`src/rtl/mem_arbiter_if.sv`:
```
// mem_arbiter_if -- bus bundle between the instruction-fetch unit, the
// load/store unit, the unified memory port and mem_arbiter.
//   slave  : view taken by the arbiter
//   master : view taken by the requesters and the memory
interface mem_arbiter_if;
   // instruction-fetch port
   logic        i_req;
   logic [31:0] i_addr;
   logic        i_gnt;
   logic        i_rvalid;
   logic [31:0] i_rdata;

   // load/store port
   logic        d_req;
   logic        d_we;
   logic [1:0]  d_size;
   logic        d_unsigned;
   logic [31:0] d_addr;
   logic [31:0] d_wdata;
   logic        d_gnt;
   logic        d_rvalid;
   logic [31:0] d_rdata;
   logic        d_err;

   // memory port
   logic        memory_write;
   logic [31:0] memory_addr;
   logic [1:0]  memory_size;
   logic        memory_unsigned;
   logic [31:0] memory_data_in;
   logic [31:0] memory_data_out;

   modport slave (
      input  i_req, i_addr,
      output i_gnt, i_rvalid, i_rdata,
      input  d_req, d_we, d_size, d_unsigned, d_addr, d_wdata,
      output d_gnt, d_rvalid, d_rdata, d_err,
      output memory_write, memory_addr, memory_size, memory_unsigned, memory_data_in,
      input  memory_data_out
   );

   modport master (
      output i_req, i_addr,
      input  i_gnt, i_rvalid, i_rdata,
      output d_req, d_we, d_size, d_unsigned, d_addr, d_wdata,
      input  d_gnt, d_rvalid, d_rdata, d_err,
      input  memory_write, memory_addr, memory_size, memory_unsigned, memory_data_in,
      output memory_data_out
   );
endinterface

```
`src/rtl/mem_arbiter.sv`:
```
// mem_arbiter -- two-requester arbiter/sequencer for the unified 4 KiB
// instruction/data memory. One access is selected per clock; data wins over
// fetch. The selected access is registered onto the memory port during the
// following cycle and its response is registered one cycle later (2-cycle
// latency, no bubble between back-to-back accesses).
//
// Optional feature macro: MEM_ARB_FAIR_EN
//   defined   : starvation guard, a fetch is forced through after STARVE_MAX
//               consecutive data grants made while a fetch was waiting
//   undefined : strict data priority, no counter
module mem_arbiter #(
   parameter int unsigned STARVE_MAX = 4,
   parameter int unsigned ADDR_LIMIT = 4096
) (
   input  logic          clk,
   input  logic          rst,
   mem_arbiter_if.slave  bus
);

   typedef enum logic [1:0] {
      IDLE  = 2'b00,
      I_ACC = 2'b01,
      D_ACC = 2'b10,
      D_ERR = 2'b11
   } state_t;

   state_t      state_r;
   state_t      state_s;

   logic        sel_i_s;
   logic        sel_d_s;
   logic        d_bad_s;
   logic        force_i_s;

   logic        i_gnt_r;
   logic        i_rvalid_r;
   logic [31:0] i_rdata_r;
   logic        d_gnt_r;
   logic        d_rvalid_r;
   logic [31:0] d_rdata_r;
   logic        d_err_r;

   logic        memory_write_r;
   logic [31:0] memory_addr_r;
   logic [1:0]  memory_size_r;
   logic        memory_unsigned_r;
   logic [31:0] memory_data_in_r;

   // A data request is rejected for an illegal size, a misaligned half or
   // word, or when its last byte lands at or beyond ADDR_LIMIT. The end
   // address is computed one bit wider so a wrap past 2^32 still errors.
   function automatic logic d_req_bad(input logic [1:0] size, input logic [31:0] addr);
      logic        bad;
      logic [32:0] last;
      case (size)
         2'b00: begin
            bad  = 1'b0;
            last = {1'b0, addr};
         end
         2'b01: begin
            bad  = addr[0];
            last = {1'b0, addr} + 33'd1;
         end
         2'b10: begin
            bad  = (addr[1:0] != 2'b00);
            last = {1'b0, addr} + 33'd3;
         end
         default: begin
            bad  = 1'b1;
            last = {1'b0, addr};
         end
      endcase
      if (last >= 33'(ADDR_LIMIT)) begin
         bad = 1'b1;
      end else begin
         bad = bad;
      end
      return bad;
   endfunction

`ifdef MEM_ARB_FAIR_EN
   logic [2:0] starve_cnt_r;
   logic [2:0] starve_cnt_s;

   // Fetch is forced through once the data side has used up its allowance.
   always_comb begin
      force_i_s = bus.i_req && (starve_cnt_r == 3'(STARVE_MAX));
   end

   // Count data grants made while a fetch waits; clear on fetch grant or no fetch.
   always_comb begin
      starve_cnt_s = starve_cnt_r;
      if (!bus.i_req) begin
         starve_cnt_s = 3'd0;
      end else if (sel_i_s) begin
         starve_cnt_s = 3'd0;
      end else if (sel_d_s && (starve_cnt_r != 3'd7)) begin
         starve_cnt_s = starve_cnt_r + 3'd1;
      end else begin
         starve_cnt_s = starve_cnt_r;
      end
   end

   // Starvation counter register.
   always_ff @(posedge clk or posedge rst) begin
      if (rst) begin
         starve_cnt_r <= 3'd0;
      end else begin
         starve_cnt_r <= starve_cnt_s;
      end
   end
`else
   // Strict data priority: a fetch is never forced ahead of a data request.
   always_comb begin
      force_i_s = 1'b0;
   end
`endif

   // Selection and next state: every access lasts one cycle, so a new winner
   // is picked at every edge.
   always_comb begin
      sel_i_s = 1'b0;
      sel_d_s = 1'b0;
      state_s = IDLE;
      d_bad_s = d_req_bad(bus.d_size, bus.d_addr);
      if (bus.d_req && !force_i_s) begin
         sel_d_s = 1'b1;
         if (d_bad_s) begin
            state_s = D_ERR;
         end else begin
            state_s = D_ACC;
         end
      end else if (bus.i_req) begin
         sel_i_s = 1'b1;
         state_s = I_ACC;
      end else begin
         state_s = IDLE;
      end
   end

   // FSM state register.
   always_ff @(posedge clk or posedge rst) begin
      if (rst) begin
         state_r <= IDLE;
      end else begin
         state_r <= state_s;
      end
   end

   // Grants: high for the cycle following the edge that accepted the request.
   always_ff @(posedge clk or posedge rst) begin
      if (rst) begin
         i_gnt_r <= 1'b0;
         d_gnt_r <= 1'b0;
      end else begin
         i_gnt_r <= sel_i_s;
         d_gnt_r <= sel_d_s;
      end
   end

   // Latch the winner onto the memory port; errored and idle cycles never write.
   always_ff @(posedge clk or posedge rst) begin
      if (rst) begin
         memory_write_r    <= 1'b0;
         memory_addr_r     <= 32'h0000_0000;
         memory_size_r     <= 2'b10;
         memory_unsigned_r <= 1'b0;
         memory_data_in_r  <= 32'h0000_0000;
      end else if (sel_d_s) begin
         memory_write_r    <= bus.d_we && !d_bad_s;
         memory_addr_r     <= bus.d_addr;
         memory_size_r     <= bus.d_size;
         memory_unsigned_r <= bus.d_unsigned;
         memory_data_in_r  <= bus.d_wdata;
      end else if (sel_i_s) begin
         memory_write_r    <= 1'b0;
         memory_addr_r     <= bus.i_addr;
         memory_size_r     <= 2'b10;
         memory_unsigned_r <= 1'b0;
      end else begin
         memory_write_r    <= 1'b0;
      end
   end

   // Fetch response: capture memory read data at the end of a fetch cycle.
   always_ff @(posedge clk or posedge rst) begin
      if (rst) begin
         i_rvalid_r <= 1'b0;
         i_rdata_r  <= 32'h0000_0000;
      end else if (state_r == I_ACC) begin
         i_rvalid_r <= 1'b1;
         i_rdata_r  <= bus.memory_data_out;
      end else begin
         i_rvalid_r <= 1'b0;
      end
   end

   // Data response: load data, zero for stores, zero with d_err for rejects.
   always_ff @(posedge clk or posedge rst) begin
      if (rst) begin
         d_rvalid_r <= 1'b0;
         d_err_r    <= 1'b0;
         d_rdata_r  <= 32'h0000_0000;
      end else begin
         case (state_r)
            D_ACC: begin
               d_rvalid_r <= 1'b1;
               d_err_r    <= 1'b0;
               if (memory_write_r) begin
                  d_rdata_r <= 32'h0000_0000;
               end else begin
                  d_rdata_r <= bus.memory_data_out;
               end
            end
            D_ERR: begin
               d_rvalid_r <= 1'b1;
               d_err_r    <= 1'b1;
               d_rdata_r  <= 32'h0000_0000;
            end
            default: begin
               d_rvalid_r <= 1'b0;
               d_err_r    <= 1'b0;
            end
         endcase
      end
   end

   assign bus.i_gnt           = i_gnt_r;
   assign bus.i_rvalid        = i_rvalid_r;
   assign bus.i_rdata         = i_rdata_r;
   assign bus.d_gnt           = d_gnt_r;
   assign bus.d_rvalid        = d_rvalid_r;
   assign bus.d_rdata         = d_rdata_r;
   assign bus.d_err           = d_err_r;
   assign bus.memory_write    = memory_write_r;
   assign bus.memory_addr     = memory_addr_r;
   assign bus.memory_size     = memory_size_r;
   assign bus.memory_unsigned = memory_unsigned_r;
   assign bus.memory_data_in  = memory_data_in_r;

endmodule

```
`src/flat_wrapper.sv`:
```
// flat-port wrapper written by rule: the top's interface ports become plain ports
module mem_arbiter_flat 
#(
   parameter int unsigned STARVE_MAX = 4,
   parameter int unsigned ADDR_LIMIT = 4096
)
  (clk, rst, bus_i_req, bus_i_addr, bus_i_gnt, bus_i_rvalid, bus_i_rdata, bus_d_req, bus_d_we, bus_d_size, bus_d_unsigned, bus_d_addr, bus_d_wdata, bus_d_gnt, bus_d_rvalid, bus_d_rdata, bus_d_err, bus_memory_write, bus_memory_addr, bus_memory_size, bus_memory_unsigned, bus_memory_data_in, bus_memory_data_out);
  mem_arbiter_if bus_i ();
  input  logic clk;
  input  logic rst;
  input wire logic [$bits(bus_i.i_req)-1:0] bus_i_req;
  input wire logic [$bits(bus_i.i_addr)-1:0] bus_i_addr;
  output wire logic [$bits(bus_i.i_gnt)-1:0] bus_i_gnt;
  output wire logic [$bits(bus_i.i_rvalid)-1:0] bus_i_rvalid;
  output wire logic [$bits(bus_i.i_rdata)-1:0] bus_i_rdata;
  input wire logic [$bits(bus_i.d_req)-1:0] bus_d_req;
  input wire logic [$bits(bus_i.d_we)-1:0] bus_d_we;
  input wire logic [$bits(bus_i.d_size)-1:0] bus_d_size;
  input wire logic [$bits(bus_i.d_unsigned)-1:0] bus_d_unsigned;
  input wire logic [$bits(bus_i.d_addr)-1:0] bus_d_addr;
  input wire logic [$bits(bus_i.d_wdata)-1:0] bus_d_wdata;
  output wire logic [$bits(bus_i.d_gnt)-1:0] bus_d_gnt;
  output wire logic [$bits(bus_i.d_rvalid)-1:0] bus_d_rvalid;
  output wire logic [$bits(bus_i.d_rdata)-1:0] bus_d_rdata;
  output wire logic [$bits(bus_i.d_err)-1:0] bus_d_err;
  output wire logic [$bits(bus_i.memory_write)-1:0] bus_memory_write;
  output wire logic [$bits(bus_i.memory_addr)-1:0] bus_memory_addr;
  output wire logic [$bits(bus_i.memory_size)-1:0] bus_memory_size;
  output wire logic [$bits(bus_i.memory_unsigned)-1:0] bus_memory_unsigned;
  output wire logic [$bits(bus_i.memory_data_in)-1:0] bus_memory_data_in;
  input wire logic [$bits(bus_i.memory_data_out)-1:0] bus_memory_data_out;
  assign bus_i.i_req = bus_i_req;
  assign bus_i.i_addr = bus_i_addr;
  assign bus_i_gnt = bus_i.i_gnt;
  assign bus_i_rvalid = bus_i.i_rvalid;
  assign bus_i_rdata = bus_i.i_rdata;
  assign bus_i.d_req = bus_d_req;
  assign bus_i.d_we = bus_d_we;
  assign bus_i.d_size = bus_d_size;
  assign bus_i.d_unsigned = bus_d_unsigned;
  assign bus_i.d_addr = bus_d_addr;
  assign bus_i.d_wdata = bus_d_wdata;
  assign bus_d_gnt = bus_i.d_gnt;
  assign bus_d_rvalid = bus_i.d_rvalid;
  assign bus_d_rdata = bus_i.d_rdata;
  assign bus_d_err = bus_i.d_err;
  assign bus_memory_write = bus_i.memory_write;
  assign bus_memory_addr = bus_i.memory_addr;
  assign bus_memory_size = bus_i.memory_size;
  assign bus_memory_unsigned = bus_i.memory_unsigned;
  assign bus_memory_data_in = bus_i.memory_data_in;
  assign bus_i.memory_data_out = bus_memory_data_out;
  mem_arbiter #(.STARVE_MAX(STARVE_MAX), .ADDR_LIMIT(ADDR_LIMIT)) u_core (.clk(clk), .rst(rst), .bus(bus_i));
endmodule
```
`config.mk`:
```
export PLATFORM = sky130hd
export DESIGN_NAME = mem_arbiter_flat
export DESIGN_NICKNAME = d
export VERILOG_FILES = /design/src/rtl/mem_arbiter_if.sv /design/src/rtl/mem_arbiter.sv /design/src/flat_wrapper.sv
export SDC_FILE = /design/constraint.sdc
export NUM_CORES = 1
export LEC_CHECK = 0
export CORE_UTILIZATION = 42
export CTS_CLUSTER_SIZE = 20
export DETAILED_ROUTE_END_ITERATION = 16
export PLACE_DENSITY = 0.89
export SLEW_MARGIN = 5
export SYNTH_ARGS = -nofsm -noshare
export SYNTH_HDL_FRONTEND = slang
export SYNTH_SLANG_ARGS = --single-unit
```
`constraint.sdc`:
```
create_clock -name clk -period 4.8 [get_ports clk]
set_clock_uncertainty 0.05 [all_clocks]
set_input_delay 0.72 -clock clk [delete_from_list [all_inputs] [get_ports clk]]
set_output_delay 0.72 -clock clk [all_outputs]
set_load 0.05 [all_outputs]
```
==> impl_metrics.yaml, run 1 <==
worst_setup_path:
  crit_buf_inv: 2
  reg2reg_slack_ns: 2.55
  reg2reg_depth: 4
  cp_top_family: "simple AND/OR/NAND/NOR gates"
  crit_fanout: 9
  cp_cell_sequence: "clkdlybuf4s50_1 > inv_1 > ha_1 > nand4b_1 > or4_1 > or4_4 > nor3_2 > mux2i_1 > nor4bb_1 > and3_1"
  r2r-start: "u_core.bus.d_gnt$_DFF_PP0_"
  worst_setup_path_end_kind: "register"
  crit-reg2reg-capture: "u_core.bus.i_rdata[2]$_DFFE_PP0P_"
  slowest_stage: "or4_1"
  path_class: "input pin to register"
  critPathRequiredTime_ns: 5.10
  max_stage_delay_ns: 0.65
  start_kind: "input pin"
  arrival_ns: 4.03
drt:
  route.detailed.drc: 0
  wl_per_cell_um: 17.0
  dr_total_vias: 4991
  drtPass1Iterations: 4
  viasPerCell: 5.08
  wl_met3_mm: 1.25
  wl_met2_mm: 8.55
  ant_nets: 0
  wl_met1_mm: 6.68
  dr.max_layer_used: "met4"
  wl_mm: 16.7
  first_iter_violations: 299
hold_path:
  holdPathStages: 1
  hold_class: "register to register"
  hold_path.startpoint: "u_core.bus.i_rdata[29]$_DFFE_PP0P_"
  whs_endpoint: "u_core.bus.i_rdata[29]$_DFFE_PP0P_"
finish:
  nFillCells: 1052
  drive_above_1_share_pct: 13.8
  area_growth_pct: 59.1
  diodes: 0
  nNetsFinal: 932
  final_util_pct: 68.2
logic_synthesis:
  syn_nets: 662
  yosysTopAreaCell: "dfrtp_1"
  ys_async_sr_fraction_pct: 100
  synth_area_um2: 5950
  synth_seq_area_share_pct: 58.0
  synth_area_leaders: "dfrtp_1 (58%), mux2_2 (12%), o21ai_0 (6.0%)"
  ys_warn_count: 0
  avgSynthCellArea_um2: 11.4
  synth-edff-count: 0
  synth_seq_cells: 138
  netlist_instances: 521
  ys_types: 43
  synthFlopType: "dfrtp_1"
  netlist.area_leader.share_pct: 57.6
pwr:
  p_switching_uw: 1150
  finalPower_uw: 3670
  p_clk_share_pct: 37.7
  power_frac_seq_pct: 36.2
  netSwitchingFraction_pct: 31.5
  power.density_nw_per_um2: 388
  p_comb_share_pct: 26.1
  ir_drop_mv: 0.233
  internal_power_uw: 2520
  p_leak_uw: 0.00397
clock_network:
  clk_latency_ns: 0.41
  cts_setup_buffers: 0
  cts_max_level: 4
  cts_buffers: 17
  clockBufferDepth: 2
  cts_tree: "done"
  cts_root_buffer: "clkbuf_16"
  cts_resized: 0
  clk_pin_slew_ns: 0.06
  numClockSinks: 138
  cts_hold_buf: 0
sta:
  slew_headroom_pct: 28.7
  finalHoldViolCount: 0
  slew_violations: 0
  setup_viol: 0
  finalCritPeriodShare_pct: 77.8
  worst_slew_pin_slew_ns: 1.07
  period_needed_ns: 3.73
  rsz0062_at_grt: "false"
  tns_ns: 0
  fmax_mhz: 268
floorplanning:
  initial_utilization_pct: 42.9
  fp.dieW_um: 121
  die_y_um: 121
  ioPinCount: 273
  fp.dieArea_um2: 14700
  rows: 43
  core_area_um2: 13900
grt:
  grt_antenna_before_repair: 0
  grt_overflow_total: 0
  grt_pass1_vias: 5194
  grt_max_degree: 86
  grt_pass1_wl_mm: 26.7
  grt_usage_pct: 23.8
placed_design:
  place_hpwl_mm: 12.4
  routabilityCongestion: 0.861
  portBuffers: 272
flow_run:
  drv_cap: 0
outcome:
  status: "finished, final reports clean"
[final cells by class]
| class | count | area, µm² | share of cell area [%] |
|---|---|---|---|
| timing repair buffer | 278 | 2760 | 29.1 |
| sequential | 138 | 3450 | 36.5 |
| tap | 180 | 225 | 2.38 |
| inverter | 38 | 148 | 1.56 |
| clock buffer | 18 | 429 | 4.53 |
| clock inverter | 13 | 195 | 2.06 |
| multi-input combinational | 318 | 2260 | 23.9 |
[stage by stage]
step	cell area [µm²]	cells	setup slack, ns	hold slack [ns]
finish	9470	983	1.07	0.453
detailed placement	8850	952	0.650	0.443
global placement	8850	952	0.732	0.430
CTS	9470	983	1.09	0.455
floorplan	5950	521	0.335	0.428
global route	9470	983	0.839	0.465
[Yosys cell counts, drive strengths merged, types with 2 or more instances]
library cell / instances
dfrtp: 137
o21ai: 71
nand2: 69
mux2: 65
inv: 38
mux2i: 35
clkbuf: 22
nand4: 8
nor2: 8
nor4: 7
nand3: 6
buf: 5
a21oi: 4
ha: 4
nand2b: 4
nor3: 4
and2: 3
and3: 3
nor3b: 3
or4: 3
nand4b: 2
o41ai: 2
xor2: 2
[logic make-up (layout without fill, tap and decap cells)]
kind of cell | count (synthesis) | in the layout | share of synthesized area, %
multiplexers | 100 | 100 | 18.2
flip-flops | 138 | 138 | 58.0
adder cells (fa/ha/maj) | 5 | 5 | 1.18
buffers and inverters | 65 | 347 | 4.12
XOR/XNOR | 3 | 3 | 0.441
AO/OA/AOI/OAI | 82 | 82 | 7.27
AND/OR/NAND/NOR | 128 | 128 | 10.8
[power groups by stage]
stage,sequential (µW),combinational [µW],clock (µW)
finish,1330,958,1380
CTS,1330,965,1410
global placement,1340,949,0
detailed placement,1350,963,0
global route,1340,1010,1460
floorplan,1730,174,0
[worst max-delay path by stage]
stage	from	end	slack (ns)	cells after the start
finish	bus_d_size[0]	u_core.bus.memory_write$_DFF_PP0_	1.07	10
global route	bus_d_size[0]	u_core.bus.memory_write$_DFF_PP0_	0.84	10
CTS	bus_d_size[0]	u_core.bus.memory_write$_DFF_PP0_	1.09	10
detailed placement	bus_d_size[0]	u_core.bus.memory_write$_DFF_PP0_	0.65	10
global placement	bus_d_size[0]	u_core.bus.memory_write$_DFF_PP0_	0.73	10
floorplan	rst	u_core.bus.d_err$_DFF_PP0_	0.34	1
[worst register-to-register path, cell delays in order, from the launching register on]
cell,delay (ns)
dfrtp_1,0.33
buf_4,0.32
nand2b_1,0.61
buf_4,0.42
mux2_2,0.40
[layout by cell type (no fill, tap or decap), types with 4 or more instances in the layout]
master             n
clkdlybuf4s50_1  270
dfrtp_1          137
o21ai_0           71
nand2_1           69
mux2_2            65
inv_1             37
mux2i_1           35
clkbuf_16         17
nor2_1             8
nor4_1             7
buf_4              7
nand4_1            6
nand3_1            6
nand2b_1           4
a21oi_1            4
ha_1               4
bufinv_16          4
clkinv_4           4
[state kept, by name, indices dropped and copies added (netlist names), 2 cells and up]
name	count
u_core.bus.memory_size	2
u_core.bus.memory_addr	32
u_core.bus.d_rdata	32
u_core.bus.memory_data_in	32
u_core.bus.i_rdata	32
[metal layers]
metal  vias to the layer above  track usage [%]
met4                         0             7.33
met3                        23             7.94
li1                       2343                -
met5                         -                0
met2                       205             41.9
met1                      2420             27.2
Power figures use the tool's default switching activity.
==> run 2: changes to the inputs <==
==> constraint.sdc (replaced) <==
create_clock -name clk -period 3.7 [get_ports clk]
set_clock_uncertainty 0.05 [all_clocks]
set_input_delay 0.555 -clock clk [delete_from_list [all_inputs] [get_ports clk]]
set_output_delay 0.555 -clock clk [all_outputs]
set_load 0.05 [all_outputs]
==> run 2 against run 1 <==
Total power increased by 25%. Sequential power increased by 30%. Sequential cell count unchanged. Clock power increased by 17%. Largest cell class unchanged. Largest power group is now registers.
==> impl_metrics.yaml, run 2 (same netlist as run 1, synthesis figures left out) <==
outcome:
  status: "finished, final reports clean"
worst_setup_path:
  path_class: "input pin to register"
  start_kind: "input pin"
  arrival_ns: 3.59
  critPathRequiredTime_ns: 3.93
  max_stage_delay_ns: 0.56
  slowest_stage: "or4_4"
  crit_fanout: 2
  crit_buf_inv: 2
  cp_cell_sequence: "clkdlybuf4s50_1 > inv_1 > ha_1 > ha_1 > a21oi_1 > or4_1 > or4_4 > nor3_2 > mux2i_1 > nor4bb_1 > a21oi_1"
  worst_setup_path_end_kind: "register"
  cp_top_family: "simple AND/OR/NAND/NOR gates"
sta:
  hold_ws_ns: 0.453
  finalCritPeriodShare_pct: 90.8
  worst_slew_pin_slew_ns: 1.08
  slew_headroom_pct: 27.8
  period_needed_ns: 3.36
  fmax_mhz: 298
  slew_violations: 0
  rsz0062_at_grt: "false"
  finalHoldViolCount: 0
  setup_viol: 0
floorplanning:
  ioPinCount: 273
  fp.dieArea_um2: 14700
  fp.dieW_um: 121
  initial_utilization_pct: 42.9
  core_area_um2: 13900
  rows: 43
  die_y_um: 121
pwr:
  p_switching_uw: 1510
  power_frac_seq_pct: 37.7
  finalPower_uw: 4590
  ir_drop_mv: 0.279
  power.density_nw_per_um2: 485
  p_leak_uw: 0.00396
  p_comb_share_pct: 27.2
  p_clk_share_pct: 35.2
  internal_power_uw: 3080
  netSwitchingFraction_pct: 32.9
drt:
  viasPerCell: 5.11
  wl_per_cell_um: 17.1
  first_iter_violations: 236
  route.detailed.drc: 0
  wl_mm: 16.9
  ant_nets: 0
  dr_total_vias: 5056
  drtPass1Iterations: 4
grt:
  grt_overflow_total: 0
  grt_pass1_wl_mm: 26.6
  grt_usage_pct: 23.7
  grt_pass1_vias: 5235
  grt_antenna_before_repair: 0
  grt_max_degree: 139
finish:
  area_growth_pct: 58.8
  nNetsFinal: 937
  final_area_um2: 9460
  multiInputGateArea_um2: 2260
  final_common_cell: "clkdlybuf4s50_1"
  diodes: 0
  drive_above_1_share_pct: 14.6
  nFillCells: 1008
  final_cell_mix: "clkdlybuf4s50_1 (270), dfrtp_1 (137), o21ai_0 (71)"
  seqCellArea_um2: 3450
clock_network:
  clockBufferDepth: 2
  clk_pin_slew_ns: 0.06
  cts_tree: "done"
  cts_root_buffer: "clkbuf_16"
  cts_buffers: 17
  cts_resized: 0
  cts_setup_buffers: 0
  cts_hold_buf: 0
  numClockSinks: 138
  cts_max_level: 4
  clk_latency_ns: 0.41
placed_design:
  dpl_cell_area_um2: 8900
  place_hpwl_mm: 11.9
  routabilityCongestion: 0.850
  portBuffers: 272
hold_path:
  hold_class: "register to register"
flow_run:
  drv_cap: 0
-- run 2: cell count changes in the layout (fill, tap and decap cells not counted) --
cell / delta
buf_4: +4
buf_12: +1
clkbuf_1: -1
inv_6: +1
bufinv_16: -3
clkinv_4: -3
inv_8: -1
clkinv_2: +3
clkbuf_8: +1
clkinvlp_4: +4
-- run 2: path summary, 6_finish.rpt --
path / from / to / slack, ns / cells past startpoint
setup / recovery: bus_d_size[0] / u_core.state_r[0]$_DFF_PP0_ / 0.34 / 11
setup reg to reg: u_core.bus.d_gnt$_DFF_PP0_ / u_core.bus.i_rdata[9]$_DFFE_PP0P_ / 1.56 / 4
hold reg to reg: u_core.bus.i_rdata[10]$_DFFE_PP0P_ / u_core.bus.i_rdata[10]$_DFFE_PP0P_ / 0.45 / 1
max in group asynchronous: rst / u_core.bus.memory_addr[12]$_DFFE_PP0P_ / 2.42 / 3
hold / removal: u_core.bus.i_rdata[10]$_DFFE_PP0P_ / u_core.bus.i_rdata[10]$_DFFE_PP0P_ / 0.45 / 1
min in group asynchronous: rst / u_core.bus.i_rdata[6]$_DFFE_PP0P_ / 0.67 / 3
-- run 2: stage by stage --
| stage | cells | setup WS, ns | util (%) | setup TNS (ns) |
|---|---|---|---|---|
| 2_1_floorplan | 521 | 0.541 | - | 0 |
| 3_3_place_gp | 957 | -0.000288 | 64.1 | -0.000288 |
| 3_5_place_dp | 957 | -0.0253 | 64.1 | -0.0472 |
| 4_1_cts | 989 | 0.380 | 68.1 | 0 |
| 5_1_grt | 989 | 0.212 | 68.1 | 0 |
| 6_report | 989 | 0.339 | 68.1 | 0 |
-- run 2: layout make-up --
type / instances / area share [%]
sequential: 138 / 36.5
timing repair buffer: 283 / 29.7
multi-input combinational: 318 / 23.9
clock buffer: 18 / 4.64
tap: 180 / 2.38
inverter: 38 / 1.55
clock inverter: 14 / 1.30
-- run 2: power by group through the flow --
stage	logic (µW)	registers [µW]	clock network, µW
2_1_floorplan	226	2240	0
3_3_place_gp	1230	1740	0
3_5_place_dp	1250	1750	0
4_1_cts	1250	1730	1640
5_1_grt	1310	1740	1720
6_report	1250	1730	1610
-- run 2: routing by layer --
layer  GRT usage (%)  routed length (µm)
met1            27.3                6650
met4            9.10                 378
met2            41.1                8610
met5               0                   0
met3            7.42                1300
-- run 2: worst register-to-register path: stages (launching register included) --
cell and delay (ns):
dfrtp_1 0.67, buf_4 0.34, nand2b_1 0.14, buf_4 0.39, mux2_2 0.43
==> run 3: changes to the inputs <==
--- a/config.mk
+++ b/config.mk
@@ -9,6 +9,7 @@
 export CTS_CLUSTER_SIZE = 20
 export DETAILED_ROUTE_END_ITERATION = 16
 export PLACE_DENSITY = 0.89
+export SETUP_SLACK_MARGIN = 0.15
 export SLEW_MARGIN = 5
 export SYNTH_ARGS = -nofsm -noshare
 export SYNTH_HDL_FRONTEND = slang
==> results of run 3 <==
No change in the layout: final DEF, timing and power equal those of run 2.
